$ cat src/rtl/video_src_sched.sv
// video_src_sched: frame-synchronous source scheduler for the display video path.
// It selects between the camera stream and the colour-bar test pattern, switches only
// on vsync rising edges, and drops to a safe state when the chosen source stops
// producing frames.
// Optional build macro: FRAME_CNT_EN adds a 16-bit count of forwarded frames on
// o_frame_cnt. Without it, o_frame_cnt is tied to zero.
module video_src_sched #(
  parameter logic [23:0] TIMEOUT_CYC = 24'd2_000_000,
  parameter int          TCW         = 24
) (
  input  logic        i_clk,
  input  logic        i_rst_n,
  input  logic [1:0]  i_src_sel,
  output logic        o_cam_en,
  output logic        o_tpg_en,
  input  logic        i_cam_hs,
  input  logic        i_cam_vs,
  input  logic        i_cam_de,
  input  logic [7:0]  i_cam_data,
  input  logic        i_tpg_hs,
  input  logic        i_tpg_vs,
  input  logic        i_tpg_de,
  input  logic [7:0]  i_tpg_data,
  output logic        o_out_hs,
  output logic        o_out_vs,
  output logic        o_out_de,
  output logic [7:0]  o_out_data,
  output logic [1:0]  o_active_src,
  output logic        o_busy,
  output logic        o_fault,
  output logic [15:0] o_frame_cnt
);

  typedef enum logic [2:0] {
    S_OFF,
    S_WAIT,
    S_RUN,
    S_DRAIN,
    S_FAULT
  } state_t;

  // The watchdog stops at this value, so it can never wrap back to zero.
  localparam logic [TCW-1:0] WD_LAST = TCW'(TIMEOUT_CYC - 24'd1);

  state_t         r_state;
  state_t         w_next_state;
  logic [1:0]     r_target;
  logic [1:0]     w_next_target;
  logic           r_wait_new;
  logic           w_next_wait_new;
  logic [TCW-1:0] r_wdog;
  logic [TCW-1:0] w_next_wdog;
  logic [TCW-1:0] w_wdog_inc;
  logic           r_cam_vs_q;
  logic           r_tpg_vs_q;
  logic           w_cam_fs;
  logic           w_tpg_fs;
  logic           w_tgt_fs;
  logic           w_timeout;
  logic           w_sel_valid;
  logic           w_src_on;
  logic [1:0]     w_fwd_src;
  logic           r_out_hs;
  logic           r_out_vs;
  logic           r_out_de;
  logic [7:0]     r_out_data;
  logic [1:0]     r_active;

  assign w_cam_fs    = i_cam_vs & ~r_cam_vs_q;
  assign w_tpg_fs    = i_tpg_vs & ~r_tpg_vs_q;
  assign w_tgt_fs    = (r_target == 2'd1) ? w_cam_fs :
                       (r_target == 2'd2) ? w_tpg_fs : 1'b0;
  assign w_timeout   = (r_wdog == WD_LAST);
  assign w_wdog_inc  = w_timeout ? r_wdog : r_wdog + TCW'(1);
  assign w_sel_valid = (i_src_sel == 2'd1) || (i_src_sel == 2'd2);

  // One-cycle copies of both vsyncs for rising-edge detection; no reset needed.
  always_ff @(posedge i_clk) begin
    r_cam_vs_q <= i_cam_vs;
    r_tpg_vs_q <= i_tpg_vs;
  end

  // State, target, first-WAIT-cycle flag and watchdog registers.
  always_ff @(posedge i_clk) begin
    if (!i_rst_n) begin
      r_state    <= S_OFF;
      r_target   <= 2'd0;
      r_wait_new <= 1'b0;
      r_wdog     <= '0;
    end else begin
      r_state    <= w_next_state;
      r_target   <= w_next_target;
      r_wait_new <= w_next_wait_new;
      r_wdog     <= w_next_wdog;
    end
  end

  // Next-state logic. The first WAIT cycle after a (re)target keeps enables low,
  // which guarantees a gap of at least one cycle between the two sources.
  always_comb begin
    w_next_state    = r_state;
    w_next_target   = r_target;
    w_next_wait_new = 1'b0;
    w_next_wdog     = w_wdog_inc;
    case (r_state)
      S_OFF: begin
        w_next_wdog = '0;
        if (w_sel_valid) begin
          w_next_state    = S_WAIT;
          w_next_target   = i_src_sel;
          w_next_wait_new = 1'b1;
        end
      end
      S_WAIT: begin
        if (!w_sel_valid) begin
          w_next_state = S_OFF;
          w_next_wdog  = '0;
        end else if (i_src_sel != r_target) begin
          w_next_target   = i_src_sel;
          w_next_wait_new = 1'b1;
          w_next_wdog     = '0;
        end else if (w_tgt_fs && !r_wait_new) begin
          w_next_state = S_RUN;
          w_next_wdog  = '0;
        end else if (w_timeout) begin
          w_next_state = S_FAULT;
        end
      end
      S_RUN: begin
        if (w_tgt_fs) begin
          w_next_wdog = '0;
        end
        if (w_timeout && !w_tgt_fs) begin
          w_next_state = S_FAULT;
        end else if (i_src_sel != r_target) begin
          w_next_state = S_DRAIN;
        end
      end
      S_DRAIN: begin
        if (i_src_sel == r_target) begin
          w_next_state = S_RUN;
          if (w_tgt_fs) begin
            w_next_wdog = '0;
          end
        end else if (w_tgt_fs || w_timeout) begin
          w_next_wdog = '0;
          if (w_sel_valid) begin
            w_next_state    = S_WAIT;
            w_next_target   = i_src_sel;
            w_next_wait_new = 1'b1;
          end else begin
            w_next_state = S_OFF;
          end
        end
      end
      S_FAULT: begin
        w_next_wdog = '0;
        if (!w_sel_valid) begin
          w_next_state = S_OFF;
        end
      end
      default: begin
        w_next_state = S_OFF;
        w_next_wdog  = '0;
      end
    endcase
  end

  // A source is forwarded only when the next state is RUN or DRAIN. This drops
  // the closing vsync edge of a drain and admits the opening edge of a new frame.
  assign w_fwd_src = ((w_next_state == S_RUN) || (w_next_state == S_DRAIN)) ? r_target : 2'd0;

  // Registered output mux, which gives one clock of latency from the chosen source.
  always_ff @(posedge i_clk) begin
    if (!i_rst_n) begin
      r_out_hs   <= 1'b0;
      r_out_vs   <= 1'b0;
      r_out_de   <= 1'b0;
      r_out_data <= 8'd0;
      r_active   <= 2'd0;
    end else begin
      case (w_fwd_src)
        2'd1: begin
          r_out_hs   <= i_cam_hs;
          r_out_vs   <= i_cam_vs;
          r_out_de   <= i_cam_de;
          r_out_data <= i_cam_data;
        end
        2'd2: begin
          r_out_hs   <= i_tpg_hs;
          r_out_vs   <= i_tpg_vs;
          r_out_de   <= i_tpg_de;
          r_out_data <= i_tpg_data;
        end
        default: begin
          r_out_hs   <= 1'b0;
          r_out_vs   <= 1'b0;
          r_out_de   <= 1'b0;
          r_out_data <= 8'd0;
        end
      endcase
      r_active <= w_fwd_src;
    end
  end

`ifdef FRAME_CNT_EN
  logic [15:0] r_frame_cnt;

  // Count each forwarded frame start. The counter wraps naturally and clears only on reset.
  always_ff @(posedge i_clk) begin
    if (!i_rst_n) begin
      r_frame_cnt <= 16'd0;
    end else if ((w_fwd_src != 2'd0) && w_tgt_fs) begin
      r_frame_cnt <= r_frame_cnt + 16'd1;
    end
  end

  assign o_frame_cnt = r_frame_cnt;
`else
  assign o_frame_cnt = 16'd0;
`endif

  assign w_src_on     = (r_state == S_RUN) || (r_state == S_DRAIN) ||
                        ((r_state == S_WAIT) && !r_wait_new);
  assign o_cam_en     = w_src_on && (r_target == 2'd1);
  assign o_tpg_en     = w_src_on && (r_target == 2'd2);
  assign o_busy       = (r_state == S_WAIT) || (r_state == S_DRAIN);
  assign o_fault      = (r_state == S_FAULT);
  assign o_out_hs     = r_out_hs;
  assign o_out_vs     = r_out_vs;
  assign o_out_de     = r_out_de;
  assign o_out_data   = r_out_data;
  assign o_active_src = r_active;

endmodule

$ cat config.mk
export PLATFORM = sky130hd
export DESIGN_NAME = video_src_sched
export DESIGN_NICKNAME = d
export VERILOG_FILES = /design/src/rtl/video_src_sched.sv
export SDC_FILE = /design/constraint.sdc
export NUM_CORES = 1
export LEC_CHECK = 0
export ABC_AREA = 1
export BUFFER_PORTS_ARGS = -buffer_cell sky130_fd_sc_hd__buf_2
export CORE_MARGIN = 5
export CORE_UTILIZATION = 30
export DETAILED_ROUTE_END_ITERATION = 6
export PLACE_DENSITY_LB_ADDON = 0.15
export REMOVE_ABC_BUFFERS = 1
export SYNTH_ARGS = -nofsm -noshare
export SYNTH_HDL_FRONTEND = slang
export SYNTH_SLANG_ARGS = --single-unit
$ cat constraint.sdc
create_clock -name i_clk -period 3.5 [get_ports i_clk]
set_input_delay 0.35 -clock i_clk [delete_from_list [all_inputs] [get_ports i_clk]]
set_output_delay 0.35 -clock i_clk [all_outputs]
set_load 0.02 [all_outputs]
==> metrics.cfg <==
[die]
die_w_um = 100.2
die_h_um = 100.2
initial_utilization_pct = 30.32
io_pins = 59
fp.dieArea_mm2 = 0.01004
num_rows = 33
core_mm2 = 0.008051

[logic_synthesis]
synth_top_area_share_pct = 36.90
synth_compound_area_share_pct = 6.304
ys_async_sr_fraction_pct = 0
synth-adder-area-share_pct = 1.538
synth-xor-area-share_pct = 6.817
yosysMostFrequentCell = nand2_1
yosys-top-cells-count = nand2_1 (85), nor2_1 (64), dfxtp_1 (45), inv_1 (37), a21oi_1 (20)
syn_inst = 354
syn_avg_cell_area_um2 = 6.896
synth_flop_cell = dfxtp_1
synth_area_mm2 = 0.002441
synth_area_leader_cell = dfxtp_1
synth_top_family_by_area = simple AND/OR/NAND/NOR gates
synthSimpleGateAreaFrac_pct = 34.80
synth-edff-count = 0
synth.distinct_cells = 32
seq_area_frac_synth_pct = 36.90
ys_ff_latch = 45
synthTopCellsByArea = dfxtp_1 (37%), nand2_1 (13%), nor2_1 (9.8%)
yosys_warnings = 0
synthMuxAreaShare_pct = 0.4100

[status]
outcome = completed

[routing]
wl_per_cell_um = 10.94
first_pass_iters = 4
vias_per_cell = 4.358
drt_iter0_drc = 31
drc = 0
num_vias = 2192
ant_nets = 0
drt-total-wl_um = 5505

[timing]
rsz0062_at_grt = no
slew_headroom_pct = 66.79
timing.final.ws_setup_ns = 0.9807
hold_slack_ns = 0.1887
setup_viol = 0
final-hold-violation-count = 0
fin_crit_sh_pct = 71.98
fin_setup_tns_ns = 0
fmax_ghz = 0.3969
slew_viol_final = 0
tightest_slew_ns = 0.4964
period_minus_slack_ns = 2.519
finalClockSkew_ns = 0.005374

[worst_hold_path]
hold_end = r_cam_vs_q$_DFF_P_
min_path_cells = 1
worstHoldPathType = in2reg
hold_start = i_cam_vs

[grt]
gr-total-overflow = 0
grtUsageMet1_pct = 14.42
grt_pass1_wl_um = 9687
grt_max_degree = 25
grt_pass1_vias = 2203
grt.busiest_layer = met2
met2_usage_pct = 20.29
antenna_found_initial = 0
grt_use_total_pct = 11.60
use_met3_pct = 3.058

[pwr]
power_density_mw_per_mm2 = 341.2
p_leak_nw = 1.189
ir_drop_mv = 0.2189

[clock_network]
clock_latency_ns = 0.29
clock_path_buffers = 2
cts_root_buf = clkbuf_8
numCtsBuffers = 5
tritoncts = done
clkSlewWorstSetupHoldPaths_ns = 0.09
post-cts-setup-buffers = 0
cts_resized = 0
cts_hold_buf = 0
clock-sinks = 45
ctsHtreeMaxLevel = 2

[critical_path]
r2r-end = o_out_vs$_SDFF_PN0_
end_kind = register
crit_buf_inv = 1
cp.arrival_ns = 2.74
path_delay_family = simple AND/OR/NAND/NOR gates
path_max_fanout = 11
cp_data_required_time_ns = 3.72
crit_type = reg2reg
r2r-start = r_wdog[0]$_SDFF_PN0_
cp_slowest_cell = or2_2
max_stage_delay_ns = 0.40
startpoint = r_wdog[0]$_SDFF_PN0_
start_kind = register
ff2ff_setup_slack_ns = 0.98
cp_cell_sequence = ha_1, nand3_2, nor2_1, nand3_4, nand2_2, nand2_1, nand2_1, nand3b_4, nand2_2, inv_2, ha_1, or2_2, a21oi_1
reg2regPathDepth = 13

[cells_and_area]
n_antenna_cell = 0
fin_area_mm2 = 0.002768
area_growth_pct = 13.38
utilization_pct = 34.37
layout.nets = 426
drive_gt1_share_pct = 18.09
n_fill_cell = 894

[placement]
numPortBuffers = 42
pre_cts_ws_ns = 0.9808
finalWeightedCongestion = 0.8807
hpwlAfterDp_um = 4310
placed_cell_area_mm2 = 0.002685

[flow_run]
cap_violations = 0

## power by group
| group | switching, mW | internal, mW |
|---|---|---|
| clock | 0.175 | 0.139 |
| sequential | 0.00811 | 0.520 |
| combinational | 0.0698 | 0.0327 |
## metal layers
metal / vias up / part of all wire [%] / wire length [um]
met2: 49 / 47 / 2576
met5: - / 0 / 0
met1: 972 / 47 / 2575
met4: 0 / 0.96 / 53
met3: 8 / 5.4 / 300
li1: 1163 / - / -
## metrics by stage
step           total power, mW  cells
2_1_floorplan           0.6107    348
3_3_place_gp            0.6436    495
3_5_place_dp            0.6426    495
4_1_cts                 0.9621    503
5_1_grt                 0.9978    503
6_report                0.9443    503
## placed cells by master, fill, tap and decap left out, drive strengths merged
master | synthesis | layout
a21oi | 22 | 22
a31oi | 1 | 1
a41oi | 1 | 1
buf | 18 | 42
clkbuf | 3 | 6
clkinv | 0 | 2
conb | 1 | 16
dfxtp | 45 | 45
ha | 3 | 3
inv | 44 | 44
mux2i | 1 | 1
nand2 | 89 | 89
nand3 | 14 | 14
nand3b | 1 | 1
nand4 | 8 | 8
nor2 | 67 | 67
nor3 | 7 | 7
nor4 | 5 | 5
o21ai | 3 | 3
o22ai | 1 | 1
or2 | 1 | 1
xnor2 | 6 | 6
xor2 | 13 | 13
## worst max path at each step
stage | slack [ns] | to | depth (start not counted)
finish | 0.98 | o_out_vs$_SDFF_PN0_ | 13
global route | 0.72 | o_out_data[0]$_SDFF_PN0_ | 12
CTS | 0.94 | o_out_vs$_SDFF_PN0_ | 13
detailed placement | 0.98 | o_out_vs$_SDFF_PN0_ | 13
global placement | 1.06 | o_out_data[1]$_SDFF_PN0_ | 13
floorplan | 1.24 | o_out_data[0]$_SDFF_PN0_ | 13
## cell type report
class	count	area, um2	area share [%]
clock buffers	6	72.57	2.622
inverters	44	165.2	5.967
flip-flops and latches	45	900.9	32.55
multi-input cells	259	1277	46.16
repair buffers	42	210.2	7.595
well taps	105	131.4	4.747
clock inverters	2	10.01	0.3617
## cells by family (layout without fill, tap and decap cells)
kind of cell / Yosys count / count (layout)
flops: 45 / 45
mux: 1 / 1
compound gates: 28 / 28
other cells: 1 / 16
simple gates: 192 / 192
buf+inv: 65 / 94
xor+xnor: 19 / 19
fa+ha+maj: 3 / 3
## flip-flops by register name, indices dropped and copies added, names as in the netlist
register and count:
o_out_de 1, o_out_vs 1, r_wdog 24, r_target 2
o_active_src 2, o_out_data 8, r_cam_vs_q 1, r_wait_new 1
o_out_hs 1, r_tpg_vs_q 1, r_state 3
No activity file was read; power rests on OpenSTA's default activity.
